### config.mk
export PLATFORM = sky130hd
export DESIGN_NAME = rx_buffer_flat
export DESIGN_NICKNAME = d
export VERILOG_FILES = /design/src/rtl/rx_pkg.sv /design/src/rtl/rx_buffer_if.sv /design/src/rtl/rx_sync_fifo.sv /design/src/rtl/rx_buffer.sv /design/src/flat_wrapper.sv
export SDC_FILE = /design/constraint.sdc
export NUM_CORES = 1
export LEC_CHECK = 0
export ABC_AREA = 1
export ABC_CLOCK_PERIOD_IN_PS = 2220
export BUFFER_PORTS_ARGS = -buffer_cell sky130_fd_sc_hd__buf_4
export CORE_MARGIN = 5
export CORE_UTILIZATION = 57
export DETAILED_ROUTE_END_ITERATION = 16
export GPL_TIMING_DRIVEN = 0
export PLACE_DENSITY = 0.81
export SYNTH_ARGS = -nofsm -noshare
export SYNTH_HDL_FRONTEND = slang
export SYNTH_SLANG_ARGS = --single-unit
### constraint.sdc
create_clock -name PCLK_rx -period 2.22 [get_ports PCLK_rx]
set_input_delay 0.111 -clock PCLK_rx [delete_from_list [all_inputs] [get_ports PCLK_rx]]
set_output_delay 0.111 -clock PCLK_rx [all_outputs]
set_load 0.005 [all_outputs]
### src/rtl/rx_pkg.sv
// Shared definitions for the receive buffer: status bit positions, word width
// and the latched per-frame payload.
package rx_pkg;

  localparam int unsigned RX_WORD_W = 12;

  localparam int unsigned ST_EMPTY  = 7;
  localparam int unsigned ST_FULL   = 6;
  localparam int unsigned ST_OVF    = 5;
  localparam int unsigned ST_CRC    = 4;
  localparam int unsigned ST_CNT_HI = 3;
  localparam int unsigned ST_CNT_LO = 0;

  localparam int unsigned ID_W   = 8;
  localparam int unsigned CMD_W  = 8;
  localparam int unsigned DATA_W = 16;

  typedef struct packed {
    logic [ID_W-1:0]   id;
    logic [CMD_W-1:0]  command;
    logic [DATA_W-1:0] data_field;
    logic              crc_err;
  } frame_t;

endpackage

### src/rtl/rx_buffer_if.sv
// Decoder/APB-side bundle of the receive buffer: decoder strobes in,
// register-file values out, read strobe back.
interface rx_buffer_if #(
  parameter int unsigned WORDWIDTH = rx_pkg::RX_WORD_W
) ();

  logic                 word_valid_rx;
  logic [WORDWIDTH-1:0] word_rx;
  logic                 frame_done_rx;
  logic [7:0]           id_rx;
  logic [7:0]           command_rx;
  logic [15:0]          data_field_rx;
  logic                 crc_err_rx;
  logic                 flush_rx;
  logic                 read_enable_rx;

  logic [WORDWIDTH-1:0] reg_receive_rx;
  logic [7:0]           reg_id_rx;
  logic [7:0]           reg_command_rx;
  logic [15:0]          reg_data_field_rx;
  logic [7:0]           reg_status_rx;

  modport master (
    output word_valid_rx, word_rx, frame_done_rx, id_rx, command_rx,
           data_field_rx, crc_err_rx, flush_rx, read_enable_rx,
    input  reg_receive_rx, reg_id_rx, reg_command_rx, reg_data_field_rx,
           reg_status_rx
  );

  modport slave (
    input  word_valid_rx, word_rx, frame_done_rx, id_rx, command_rx,
           data_field_rx, crc_err_rx, flush_rx, read_enable_rx,
    output reg_receive_rx, reg_id_rx, reg_command_rx, reg_data_field_rx,
           reg_status_rx
  );

endinterface

### src/rtl/rx_sync_fifo.sv
// Single-clock FIFO with flush; head reads 0 when empty. DEPTH must be a
// power of two so the pointers wrap naturally.
module rx_sync_fifo #(
  parameter int unsigned DEPTH = 8,
  parameter int unsigned WIDTH = 12,
  localparam int unsigned PTR_W = (DEPTH > 1) ? $clog2(DEPTH) : 1,
  localparam int unsigned CNT_W = $clog2(DEPTH + 1)
) (
  input  logic             clk,
  input  logic             rst_n,
  input  logic             push,
  input  logic             pop,
  input  logic             flush,
  input  logic [WIDTH-1:0] din,
  output logic [WIDTH-1:0] head,
  output logic [CNT_W-1:0] count,
  output logic             full,
  output logic             empty
);

  logic [WIDTH-1:0] mem_q [DEPTH];
  logic [WIDTH-1:0] mem_d [DEPTH];
  logic [PTR_W-1:0] wr_ptr_q, wr_ptr_d;
  logic [PTR_W-1:0] rd_ptr_q, rd_ptr_d;
  logic [CNT_W-1:0] count_q, count_d;
  logic             rd_en, wr_en;

  assign empty = (count_q == '0);
  assign full  = (count_q == CNT_W'(DEPTH));
  assign count = count_q;
  assign head  = empty ? '0 : mem_q[rd_ptr_q];

  // A pop on a full FIFO frees the slot the same-cycle push lands in.
  assign rd_en = pop & ~empty;
  assign wr_en = push & (~full | rd_en);

  always_comb begin
    mem_d    = mem_q;
    wr_ptr_d = wr_ptr_q;
    rd_ptr_d = rd_ptr_q;
    count_d  = count_q;
    if (flush) begin
      wr_ptr_d = '0;
      rd_ptr_d = '0;
      count_d  = '0;
    end else begin
      if (wr_en) begin
        mem_d[wr_ptr_q] = din;
        wr_ptr_d        = wr_ptr_q + PTR_W'(1);
      end
      if (rd_en) begin
        rd_ptr_d = rd_ptr_q + PTR_W'(1);
      end
      if (wr_en && !rd_en) begin
        count_d = count_q + CNT_W'(1);
      end else if (rd_en && !wr_en) begin
        count_d = count_q - CNT_W'(1);
      end
    end
  end

  always_ff @(posedge clk or negedge rst_n) begin
    if (!rst_n) begin
      mem_q    <= '{default: '0};
      wr_ptr_q <= '0;
      rd_ptr_q <= '0;
      count_q  <= '0;
    end else begin
      mem_q    <= mem_d;
      wr_ptr_q <= wr_ptr_d;
      rd_ptr_q <= rd_ptr_d;
      count_q  <= count_d;
    end
  end

endmodule

### src/rtl/rx_buffer.sv
// Receive buffer: word FIFO, pop edge detector, sticky overflow, frame
// latch and status word for the APB receive register file.
module rx_buffer
  import rx_pkg::*;
#(
  parameter int unsigned DEPTH     = 8,
  parameter int unsigned WORDWIDTH = RX_WORD_W
) (
  input logic        PCLK_rx,
  input logic        PRESETn_rx,
  rx_buffer_if.slave bus
);

  localparam int unsigned CNT_W = $clog2(DEPTH + 1);

  logic             re_q, re_d;
  logic             armed_q, armed_d;
  logic             pop_q, pop_d;
  logic             ovf_q, ovf_d;
  frame_t           frame_q, frame_d;
  logic [CNT_W-1:0] count;
  logic             full, empty;
  logic [7:0]       status_c;

  rx_sync_fifo #(
    .DEPTH (DEPTH),
    .WIDTH (WORDWIDTH)
  ) u_fifo (
    .clk   (PCLK_rx),
    .rst_n (PRESETn_rx),
    .push  (bus.word_valid_rx),
    .pop   (pop_q),
    .flush (bus.flush_rx),
    .din   (bus.word_rx),
    .head  (bus.reg_receive_rx),
    .count (count),
    .full  (full),
    .empty (empty)
  );

  // armed_q masks the first sample after reset so a level already high at
  // release is not mistaken for a rising edge.
  always_comb begin
    re_d    = bus.read_enable_rx;
    armed_d = 1'b1;
    pop_d   = armed_q & bus.read_enable_rx & ~re_q;

    ovf_d = ovf_q;
    if (bus.flush_rx) begin
      ovf_d = 1'b0;
    end else if (bus.word_valid_rx && full && !pop_q) begin
      ovf_d = 1'b1;
    end

    frame_d = frame_q;
    if (bus.frame_done_rx) begin
      frame_d.id         = bus.id_rx;
      frame_d.command    = bus.command_rx;
      frame_d.data_field = bus.data_field_rx;
      frame_d.crc_err    = bus.crc_err_rx;
    end
  end

  always_ff @(posedge PCLK_rx or negedge PRESETn_rx) begin
    if (!PRESETn_rx) begin
      re_q    <= 1'b0;
      armed_q <= 1'b0;
      pop_q   <= 1'b0;
      ovf_q   <= 1'b0;
      frame_q <= '0;
    end else begin
      re_q    <= re_d;
      armed_q <= armed_d;
      pop_q   <= pop_d;
      ovf_q   <= ovf_d;
      frame_q <= frame_d;
    end
  end

  always_comb begin
    status_c                      = '0;
    status_c[ST_EMPTY]            = empty;
    status_c[ST_FULL]             = full;
    status_c[ST_OVF]              = ovf_q;
    status_c[ST_CRC]              = frame_q.crc_err;
    status_c[ST_CNT_HI:ST_CNT_LO] = 4'(count);
  end

  assign bus.reg_status_rx     = status_c;
  assign bus.reg_id_rx         = frame_q.id;
  assign bus.reg_command_rx    = frame_q.command;
  assign bus.reg_data_field_rx = frame_q.data_field;

endmodule

### src/flat_wrapper.sv
// flat-port wrapper written by rule: the top's interface ports become plain ports
module rx_buffer_flat import rx_pkg::*;
#(
  parameter int unsigned DEPTH     = 8,
  parameter int unsigned WORDWIDTH = RX_WORD_W
)
  (PCLK_rx, PRESETn_rx, bus_word_valid_rx, bus_word_rx, bus_frame_done_rx, bus_id_rx, bus_command_rx, bus_data_field_rx, bus_crc_err_rx, bus_flush_rx, bus_read_enable_rx, bus_reg_receive_rx, bus_reg_id_rx, bus_reg_command_rx, bus_reg_data_field_rx, bus_reg_status_rx);
  rx_buffer_if #(.WORDWIDTH(WORDWIDTH)) bus_i ();
  input logic PCLK_rx;
  input logic PRESETn_rx;
  input wire logic [$bits(bus_i.word_valid_rx)-1:0] bus_word_valid_rx;
  input wire logic [$bits(bus_i.word_rx)-1:0] bus_word_rx;
  input wire logic [$bits(bus_i.frame_done_rx)-1:0] bus_frame_done_rx;
  input wire logic [$bits(bus_i.id_rx)-1:0] bus_id_rx;
  input wire logic [$bits(bus_i.command_rx)-1:0] bus_command_rx;
  input wire logic [$bits(bus_i.data_field_rx)-1:0] bus_data_field_rx;
  input wire logic [$bits(bus_i.crc_err_rx)-1:0] bus_crc_err_rx;
  input wire logic [$bits(bus_i.flush_rx)-1:0] bus_flush_rx;
  input wire logic [$bits(bus_i.read_enable_rx)-1:0] bus_read_enable_rx;
  output wire logic [$bits(bus_i.reg_receive_rx)-1:0] bus_reg_receive_rx;
  output wire logic [$bits(bus_i.reg_id_rx)-1:0] bus_reg_id_rx;
  output wire logic [$bits(bus_i.reg_command_rx)-1:0] bus_reg_command_rx;
  output wire logic [$bits(bus_i.reg_data_field_rx)-1:0] bus_reg_data_field_rx;
  output wire logic [$bits(bus_i.reg_status_rx)-1:0] bus_reg_status_rx;
  assign bus_i.word_valid_rx = bus_word_valid_rx;
  assign bus_i.word_rx = bus_word_rx;
  assign bus_i.frame_done_rx = bus_frame_done_rx;
  assign bus_i.id_rx = bus_id_rx;
  assign bus_i.command_rx = bus_command_rx;
  assign bus_i.data_field_rx = bus_data_field_rx;
  assign bus_i.crc_err_rx = bus_crc_err_rx;
  assign bus_i.flush_rx = bus_flush_rx;
  assign bus_i.read_enable_rx = bus_read_enable_rx;
  assign bus_reg_receive_rx = bus_i.reg_receive_rx;
  assign bus_reg_id_rx = bus_i.reg_id_rx;
  assign bus_reg_command_rx = bus_i.reg_command_rx;
  assign bus_reg_data_field_rx = bus_i.reg_data_field_rx;
  assign bus_reg_status_rx = bus_i.reg_status_rx;
  rx_buffer #(.DEPTH(DEPTH), .WORDWIDTH(WORDWIDTH)) u_core (.PCLK_rx(PCLK_rx), .PRESETn_rx(PRESETn_rx), .bus(bus_i));
endmodule
==> metrics.md <==
| Metric | Value |
|---|---|
| Ant diodes | 0 |
| Worst path slowest cell | dfrtp_1 |
| Clk_skew | just under 9 ps |
| Synth Area per Inst | around 8.4 um2 |
| Critical Path AT | just over 2000 ps |
| Via count | roughly 6,100 |
| Slowest cell delay on critical path | between 300 and 400 ps |
| Pin count of the biggest net entering global routing | 73 |
| CTS Buffer Depth | 2 |
| Gr ovfl total | 0 |
| Count leader, synth | nand2_1 |
| Synth Warn # | 0 |
| Mapped Cells | about 800 |
| Vias/cell | ~5.6 |
| Critical Path RT | around 2100 ps |
| Cell area after synthesis | 0.00668 mm2 |
| Most used cell, CP | buf_2 |
| Die Span X | about 120 um |
| Setup Viol. Count Final | 0 |
| WP buf/inv | 3 |
| Routed Antenna Nets | 0 |
| Iteration count of the initial detailed-routing pass | 5 |
| Reg area | 0.00358 mm2 |
| Flops & latches, synth | around 140 |
| H-tree depth | 4 |
| Crit end category | output pin |
| Number of remaining DRC errors | 0 |
| RD Place Congestion | 0.862 |
| WL per Instance | 18.6 um |
| Top_reg_cell synth | dfrtp_1 |
| Layout cell share with drive strength beyond 1 | 0.243 |
| Area Overhead vs Synth | 28.4% |
| CTS Buf Count | 17 |
| Post-synth EDFFs | 0 |
| Max Fclk | between 0.4 and 0.5 GHz |
| Leading area contributor after synthesis | dfrtp_1 |
| Net count after synthesis | about 850 |
| Critical path, cell by cell | buf_2, buf_2, o21ai_0, o22ai_1, nor2_1, nor2_2, buf_4 |
| Area of the multi-input gates | 0.00276 mm2 |
| Core Area | ~0.011 mm2 |
| Final Cell Area | about 0.0086 mm2 |
| Setup TNS | 0 ps |
| Tightest Hold Check Type | primary input to register |
| Final WS setup | about 45 ps |
| Count of cell types in the netlist | 26 |
| Layout net count | ~1,000 |
| Critical Path Fanout Max | 10 |
| Row cnt | 39 |
| Fillers | around 780 |
| Hpwl dp | approximately 12 mm |
| CTS tree | done |
| First-pass GRT wire length | about 32 mm |
| PD cells | approximately 1000 mW/mm2 |
| Post CTS Setup Buffer Count | 0 |
| Drt total wl | between 20 and 25 mm |
| Hold Vio Cnt, Final | 0 |
| Initial antenna violation count | 0 |
| CTS root buffer | clkbuf_16 |
| WS Path Type | register to output pin |
| Top Ports | 103 |
| Leakage | 4.52 nW |
| Setup WS pre-CTS | between 100 and 150 ps |
| Placed Area | between 0.007 and 0.008 mm2 |
| Final min period | about 2200 ps |
| Unrepaired setup endpoints after global routing | true |
| Ys async rst share | 1.00 |
| Final period util | 0.980 |
| Measured slew at the worst slew-check pin | between 600 and 700 ps |
| Top cells by area, synth | dfrtp_1, nand2_1, mux2_2 |
| Slew HR | 0.544 |
| Max IR drop VDD | a little under 0.8 mV |
| Crit path max-delay family | buffers and inverters |
| Outcome | finished clean |
| Max-cap viol count | 0 |
| Max Slew Vio Count | 0 |
| Clock slew at reported path FFs | around 60 ps |
| Die ar. | about 0.014 mm2 |
| Clk sinks | approximately 140 |
| I/O Buffers | 89 |
| Register area share after synthesis | 0.536 |
| Critical Path Start Type | register |
| Via count of the first global-routing pass | around 6,200 |
| Clk Latency, worst-skew pair | 430 ps |
| DR iter-0 viols | 714 |
| Initial Util | 0.583 |
| Top post-synthesis cells by count | nand2_1, dfrtp_1, nor2_1 |
| Post-synth top area share | 0.536 |
| Die H | 118 um |
| GRT Util Overall | 0.292 |
[per-stage QoR]
stage,std cells,utilization,total power [W],hold WS (ps)
global placement,1028,0.657,0.00553,229
CTS,1098,0.745,0.00849,1.40
finish,1098,0.748,0.00861,12.7
detailed placement,1029,0.659,0.00561,184
floorplan,796,-,0.00469,-185
global route,1098,0.748,0.00900,10.2
[report_power, final]
| part | leakage [nW] | switching (W) | internal, W |
|---|---|---|---|
| registers | 1.85 | 0.000337 | 0.00314 |
| clock network | 0.282 | 0.00109 | 0.00176 |
| logic | 2.39 | 0.00128 | 0.000999 |
| total | 4.52 | 0.00272 | 0.00589 |
[final timing paths]
check | start | end | slack (ps) | cells past startpoint
setup / recovery | u_core.u_fifo.rd_ptr_q[1] | bus_reg_receive_rx[2] | 50 | 7
hold / removal | bus_word_rx[10] | u_core.u_fifo.mem_q[46] | 10 | 3
setup reg to reg | u_core.u_fifo.count[0] | u_core.u_fifo.count[3] | 210 | 13
hold reg to reg | u_core.re_q | u_core.pop_q | 410 | 1
max in group asynchronous | PRESETn_rx | u_core.u_fifo.mem_q[9] | 1150 | 3
min in group asynchronous | PRESETn_rx | u_core.u_fifo.wr_ptr_q[0] | 280 | 2
[layout make-up]
class                           count  share of cell area
Buffer                             56              0.0381
Clock buffer                       24              0.0573
Clock inverter                      6             0.00963
Inverter                           18             0.00788
Multi-Input combinational cell    579               0.322
Sequential cell                   143               0.417
Tap cell                          143              0.0209
Timing Repair Buffer              129               0.127
[tightest hold or removal path: cells and delay by family]
| family | cells | cell delay [ps] |
|---|---|---|
| buf+inv | 1 | 170 |
| simple gates | 2 | 120 |
[sequential cells by signal, summed over array words and instances (netlist names)]
register and cells:
u_core.armed_q 1, u_core.bus.reg_command_rx 8, u_core.u_fifo.count 4, u_core.u_fifo.rd_ptr_q 3
u_core.ovf_q 1, u_core.pop_q 1, u_core.bus.reg_data_field_rx 16, u_core.bus.reg_status_rx 1
u_core.u_fifo.mem_q 96, u_core.re_q 1, u_core.u_fifo.wr_ptr_q 3, u_core.bus.reg_id_rx 8
[layout by cell type (no fill, tap or decap), types with 9 or more instances in the layout]
cell type	n
buf_2	27
mux2_2	33
nand2_1	332
clkbuf_16	17
nand3_2	10
nor2_1	91
o211ai_1	12
clkbuf_2	9
o21ai_0	53
inv_1	16
dfrtp_1	143
dlygate4sd3_1	39
nor2_2	11
buf_4	100
o22ai_1	12
[logic make-up after synthesis]
| logic type | count (synthesis) | share of synthesized area |
|---|---|---|
| fa+ha+maj | 5 | 0.0105 |
| simple gates | 455 | 0.272 |
| compound gates | 84 | 0.0700 |
| buf+inv | 74 | 0.0539 |
| xor+xnor | 1 | 0.00131 |
| mux | 33 | 0.0556 |
| flops | 143 | 0.536 |
| other cells | 1 | 0.000561 |
[metal layers]
layer  GRT usage  share of wire  vias up
li1            -              -     2799
met5           0              0        -
met2       0.487           0.49      331
met3      0.0759          0.084       66
met1       0.362           0.39     2898
met4       0.125          0.033        0
[repair_timing]
item,in CTS,in global routing
endpoints found under the hold margin,117,0
hold buffers,39,0
gates resized for setup,14,16
pin swaps,0,2
setup endpoints to repair,12,13
(Power assumes the default switching activity.)
